==> src/rtl/regs.sv <==
// ---------------------------------------------------------------------------
// regs: RV32I general-purpose register file (x0..x31).
//
// Two combinational read ports feed decode (rs1/rs2), one synchronous write
// port takes the execute-stage writeback triple, and a third combinational
// read port exposes architectural state to debug monitors.
//
// Ports:
//   clk            system clock, all state changes on the rising edge
//   rst            synchronous active-low reset
//   reg1_raddr_i   rs1 index         -> reg1_rdata_o  rs1 data
//   reg2_raddr_i   rs2 index         -> reg2_rdata_o  rs2 data
//   reg_waddr_i    rd index
//   reg_wdata_i    rd data
//   reg_wen_i      rd write enable
//   dbg_raddr_i    debug index       -> dbg_rdata_o   debug data (never bypassed)
//
// Optional feature (macro REGS_WRITE_BYPASS_EN):
//   defined   - a read port whose index matches an accepted write in the same
//               cycle returns the write data combinationally (0-cycle
//               write-to-read latency, closes the EX->ID RAW hazard).
//   undefined - read ports always return the stored contents; a write is
//               visible on the cycle after the edge that performs it.
// ---------------------------------------------------------------------------
module regs #(
  parameter int                   REG_NUM   = 32,
  parameter int                   REG_WIDTH = 32,
  parameter logic [REG_WIDTH-1:0] RESET_VAL = '0
) (
  input  logic                 clk,
  input  logic                 rst,
  input  logic [4:0]           reg1_raddr_i,
  input  logic [4:0]           reg2_raddr_i,
  output logic [REG_WIDTH-1:0] reg1_rdata_o,
  output logic [REG_WIDTH-1:0] reg2_rdata_o,
  input  logic [4:0]           reg_waddr_i,
  input  logic [REG_WIDTH-1:0] reg_wdata_i,
  input  logic                 reg_wen_i,
  input  logic [4:0]           dbg_raddr_i,
  output logic [REG_WIDTH-1:0] dbg_rdata_o
);

`ifdef REGS_WRITE_BYPASS_EN
  localparam bit BYPASS = 1'b1;
`else
  localparam bit BYPASS = 1'b0;
`endif

  // x0 has no storage; it is decoded as constant zero on every read port.
  logic [REG_WIDTH-1:0] regs_q [1:REG_NUM-1];
  logic [REG_WIDTH-1:0] regs_d [1:REG_NUM-1];

  // A write takes effect only when enabled, out of reset, and aimed at a
  // stored register. This same qualifier gates the bypass so that x0 writes
  // and writes during reset can never leak onto a read port.
  logic wr_fire;
  assign wr_fire = rst && reg_wen_i && (reg_waddr_i != 5'd0) &&
                   (int'(reg_waddr_i) < REG_NUM);

  always_comb begin
    regs_d = regs_q;
    if (wr_fire) begin
      regs_d[reg_waddr_i] = reg_wdata_i;
    end
  end

  // Reset has priority, so a write presented on a reset edge is dropped.
  always_ff @(posedge clk) begin
    if (!rst) begin
      for (int i = 1; i < REG_NUM; i++) begin
        regs_q[i] <= RESET_VAL;
      end
    end else begin
      regs_q <= regs_d;
    end
  end

  // Read ports: zero while in reset or for index 0 / unpopulated indices,
  // so outputs are defined even before the first reset edge completes.
  always_comb begin
    reg1_rdata_o = '0;
    if (rst && (reg1_raddr_i != 5'd0) && (int'(reg1_raddr_i) < REG_NUM)) begin
      reg1_rdata_o = regs_q[reg1_raddr_i];
    end
    if (BYPASS && wr_fire && (reg_waddr_i == reg1_raddr_i)) begin
      reg1_rdata_o = reg_wdata_i;
    end
  end

  always_comb begin
    reg2_rdata_o = '0;
    if (rst && (reg2_raddr_i != 5'd0) && (int'(reg2_raddr_i) < REG_NUM)) begin
      reg2_rdata_o = regs_q[reg2_raddr_i];
    end
    if (BYPASS && wr_fire && (reg_waddr_i == reg2_raddr_i)) begin
      reg2_rdata_o = reg_wdata_i;
    end
  end

  // The debug port shows committed architectural state only.
  always_comb begin
    dbg_rdata_o = '0;
    if (rst && (dbg_raddr_i != 5'd0) && (int'(dbg_raddr_i) < REG_NUM)) begin
      dbg_rdata_o = regs_q[dbg_raddr_i];
    end
  end

endmodule

==> config.mk <==
export PLATFORM = sky130hd
export DESIGN_NAME = regs
export DESIGN_NICKNAME = d
export VERILOG_FILES = /design/src/rtl/regs.sv
export SDC_FILE = /design/constraint.sdc
export NUM_CORES = 2
export LEC_CHECK = 0
export CAP_MARGIN = 20
export CORE_MARGIN = 2
export CORE_UTILIZATION = 40
export DETAILED_ROUTE_END_ITERATION = 16
export PLACE_DENSITY_LB_ADDON = 0.12
export SYNTH_ARGS = -nofsm -noshare
export SYNTH_HDL_FRONTEND = slang
export SYNTH_SLANG_ARGS = --single-unit
export TNS_END_PERCENT = 100
==> constraint.sdc <==
create_clock -name clk -period 4.7 [get_ports clk]
set_clock_uncertainty 0.15 [all_clocks]
set_input_delay 0.94 -clock clk [delete_from_list [all_inputs] [get_ports clk]]
set_output_delay 0.94 -clock clk [all_outputs]
set_load 0.02 [all_outputs]
==> metrics.yaml <==
sta:
  min_period_over_period: 1.01
  worstMarginPinSlew_ns: 1.05
  hold_violations: 0
  holdWs_ns: 0.336
  maxSlewHeadroom: 0.299
  fmax_mhz: 211
  setup-tns-final_ns: -0.0896
  timing.final.ws_setup_ns: -0.0397
  report.final.slew_viol_count: 0
  period_minus_slack_ns: 4.74
  rsz0062_at_grt: "false"
  setup_viol: 4
die:
  fp.dieArea_um2: 157000
  core_area_um2: 154000
  die_h_um: 397
  die_w_um: 397
  pin_count: 151
  std_cell_rows: 144
  start_util: 0.401
pwr:
  p_leak_uw: 0.0253
  power_uw: 21200
  p_per_area_nw_per_um2: 295
  irDropWorstVdd_mv: 0.330
placement:
  place_congestion: 0.987
  dp_hpwl_mm: 202
  port_buffers: 150
clocking:
  path_clk_slew_ns: 0.06
  cts_hold_buffers: 0
  h-tree-depth: 3
  cts_buffer_depth: 3
  cts_tree: "built"
  cts-root-buf: "clkbuf_16"
  numCtsBuffers: 119
  cts_num_sinks: 992
  clk_latency_ns: 0.76
worst_hold_path:
  min_path_type: "reg -> reg"
  hp-start: "regs_q[641]"
setup_path:
  timing.rr.start: "regs_q[425]"
  critical_path.slowest_cell: "clkdlybuf4s50_1"
  criticalPathCategory: "in -> out"
  crit_required_ns: 3.61
  start_kind: "input pin"
  endpoint_kind: "output pin"
  worstSetupStartpoint: "reg2_raddr_i[3]"
  crit_fanout: 4
  cp_top_family: "buffers and inverters"
  cp.arrival_ns: 3.65
  crit_path_max_incr_delay_ns: 0.68
  crit_top_cell: "buf_4"
  path_buf_inv: 5
  crit_chain: "clkdlybuf4s50_1 > buf_4 > nand3b_1 > buf_4 > nor3_4 > buf_4 > a31oi_1 > nand3_1 > clkdlybuf4s50_1"
grt:
  grt_usage: 0.384
  overflow: 0
  met1_usage: 0.498
  grt_pass1_wl_mm: 436
  use_met3: 0.0853
  grt_max_degree: 193
  antenna_found_initial: 19
  grt.busiest_layer: "met2"
  grt_pass1_vias: 57000
  use_met2: 0.577
synthesis:
  ys_warn_count: 0
  post_synth_xor_area_fraction: 0
  synth_fa_ha_area_frac: 0
  syn_inst: 7282
  synth_edf_count: 0
  async_reset_ff_frac: 0
  seq_area_frac_synth: 0.322
  synthSimpleGateAreaFrac: 0.167
  syn_nets: 7337
  syn_area_um2: 61700
  muxShareOfSynthArea: 0.251
  synth_compound_area_frac: 0.208
  synth_top_family_by_area: "multiplexers"
  synth-seq-cells: 992
  synth.avg_cell_area_um2: 8.47
  synth_cell_types: 45
  synth_flop_cell: "dfxtp_1"
layout:
  largestRegisters: "regs_q x992"
  layout-drive-gt1-share: 0.180
  layout.nets: 7356
  largest_reg_flops: 992
  mostFrequentLayoutCell: "nand2_1"
  final_util: 0.469
  syn2layout_area_growth_pct: 16.7
  largest_register: "regs_q"
  final_cell_mix: "nand2_1 (2168), dfxtp_1 (992), a21boi_0 (821)"
status:
  violations: "negative setup slack"
  status: "finished, violations left"
routing:
  wl_mm: 313
  post_drt_wl_per_cell_um: 33.1
  dr.pass1.iters: 7
  num_vias: 60300
  vias_per_cell: 6.38
  drc: 0
  postRouteAntennaNets: 0
  initialDrtViolationCount: 8223
run:
  maxCapViolCount: 0
==> layout make-up <==
cell class                      instances  area, um^2
Clock inverter                         51         596
Clock buffer                          173        3580
Multi-Input combinational cell       5525       39000
Fill cell                           14800       81700
Tap cell                             2044        2560
Antenna cell                            6        15.0
Sequential cell                       992       19900
Timing Repair Buffer                  663        6420
==> per-stage QoR <==
step | cells | setup WS [ns] | area, um^2
2_1_floorplan | 7282 | 1.09 | 61700
3_3_place_gp | 9224 | -0.359 | 67800
3_5_place_dp | 9224 | -0.301 | 67800
4_1_cts | 9448 | 0.0156 | 72000
5_1_grt | 9451 | 0.0102 | 72000
6_report | 9454 | -0.0397 | 72000
==> per-layer routing <==
| metal | part of all wire | vias up |
|---|---|---|
| met4 | 0.076 | 16 |
| met2 | 0.43 | 3786 |
| met5 | 0.00036 | - |
| li1 | - | 25900 |
| met3 | 0.10 | 987 |
| met1 | 0.39 | 29700 |
==> worst paths after layout <==
kind              cells after the start  slack [ns]              end
setup / recovery                      9       -0.04  reg2_rdata_o[6]
hold reg to reg                       2        0.34      regs_q[641]
setup reg to reg                      2        3.70      regs_q[425]
hold / removal                        2        0.34      regs_q[641]
==> synth_stat cells, types with 2 or more instances <==
library cell,number,area (um^2)
nand3_1,107,536
a221oi_1,45,394
nor3_1,35,175
buf_4,14,105
and2_0,2,12.5
o22ai_1,63,394
mux2i_1,754,7550
a22oi_1,321,2410
o221ai_1,14,123
o21ai_0,63,315
and3_1,23,144
buf_1,24,90.1
a21boi_1,171,1280
or2_1,3,18.8
o211ai_1,16,120
nand4_1,29,181
nor3b_2,2,25.0
nor2_1,84,315
nand2_1,2185,8200
a22o_1,20,175
mux2_2,166,1870
a31oi_1,55,344
a21oi_1,89,445
nor3_2,2,20.0
nand3b_1,3,22.5
clkbuf_1,485,1820
a21boi_0,821,6160
nor2b_1,60,375
a211oi_1,60,450
nand2b_1,9,56.3
o2bb2ai_1,7,61.3
a311oi_1,18,158
or2_2,3,18.8
nor2_2,6,37.5
and2_1,9,56.3
mux4_2,269,6060
buf_2,242,1210
dfxtp_1,992,19900
or3_1,5,31.3
==> cell families (layout without fill, tap and decap cells) <==
group                  Yosys count  in the layout
AO/OA/AOI/OAI                 1763           1763
buffers and inverters          765            887
flip-flops                     992            992
multiplexers                  1189           1189
other                            0              6
AND/OR/NAND/NOR               2573           2573
==> report_power, final <==
group | switching (uW) | internal [uW]
clock network | 4130 | 5910
registers | 38.4 | 8440
logic | 1750 | 968
==> worst register-to-register path, cell delays in order, from the launching register on <==
cell,delay (ns)
dfxtp_1,0.45
nand2_1,0.08
a21boi_0,0.24
==> timing repair <==
| action | in CTS | in global routing |
|---|---|---|
| setup endpoints to repair | 8 | 4 |
| setup buffers | 0 | 0 |
| endpoints found under the hold margin | 0 | 0 |
| resized for setup | 5 | 4 |
No activity file was read; power rests on OpenSTA's default activity.
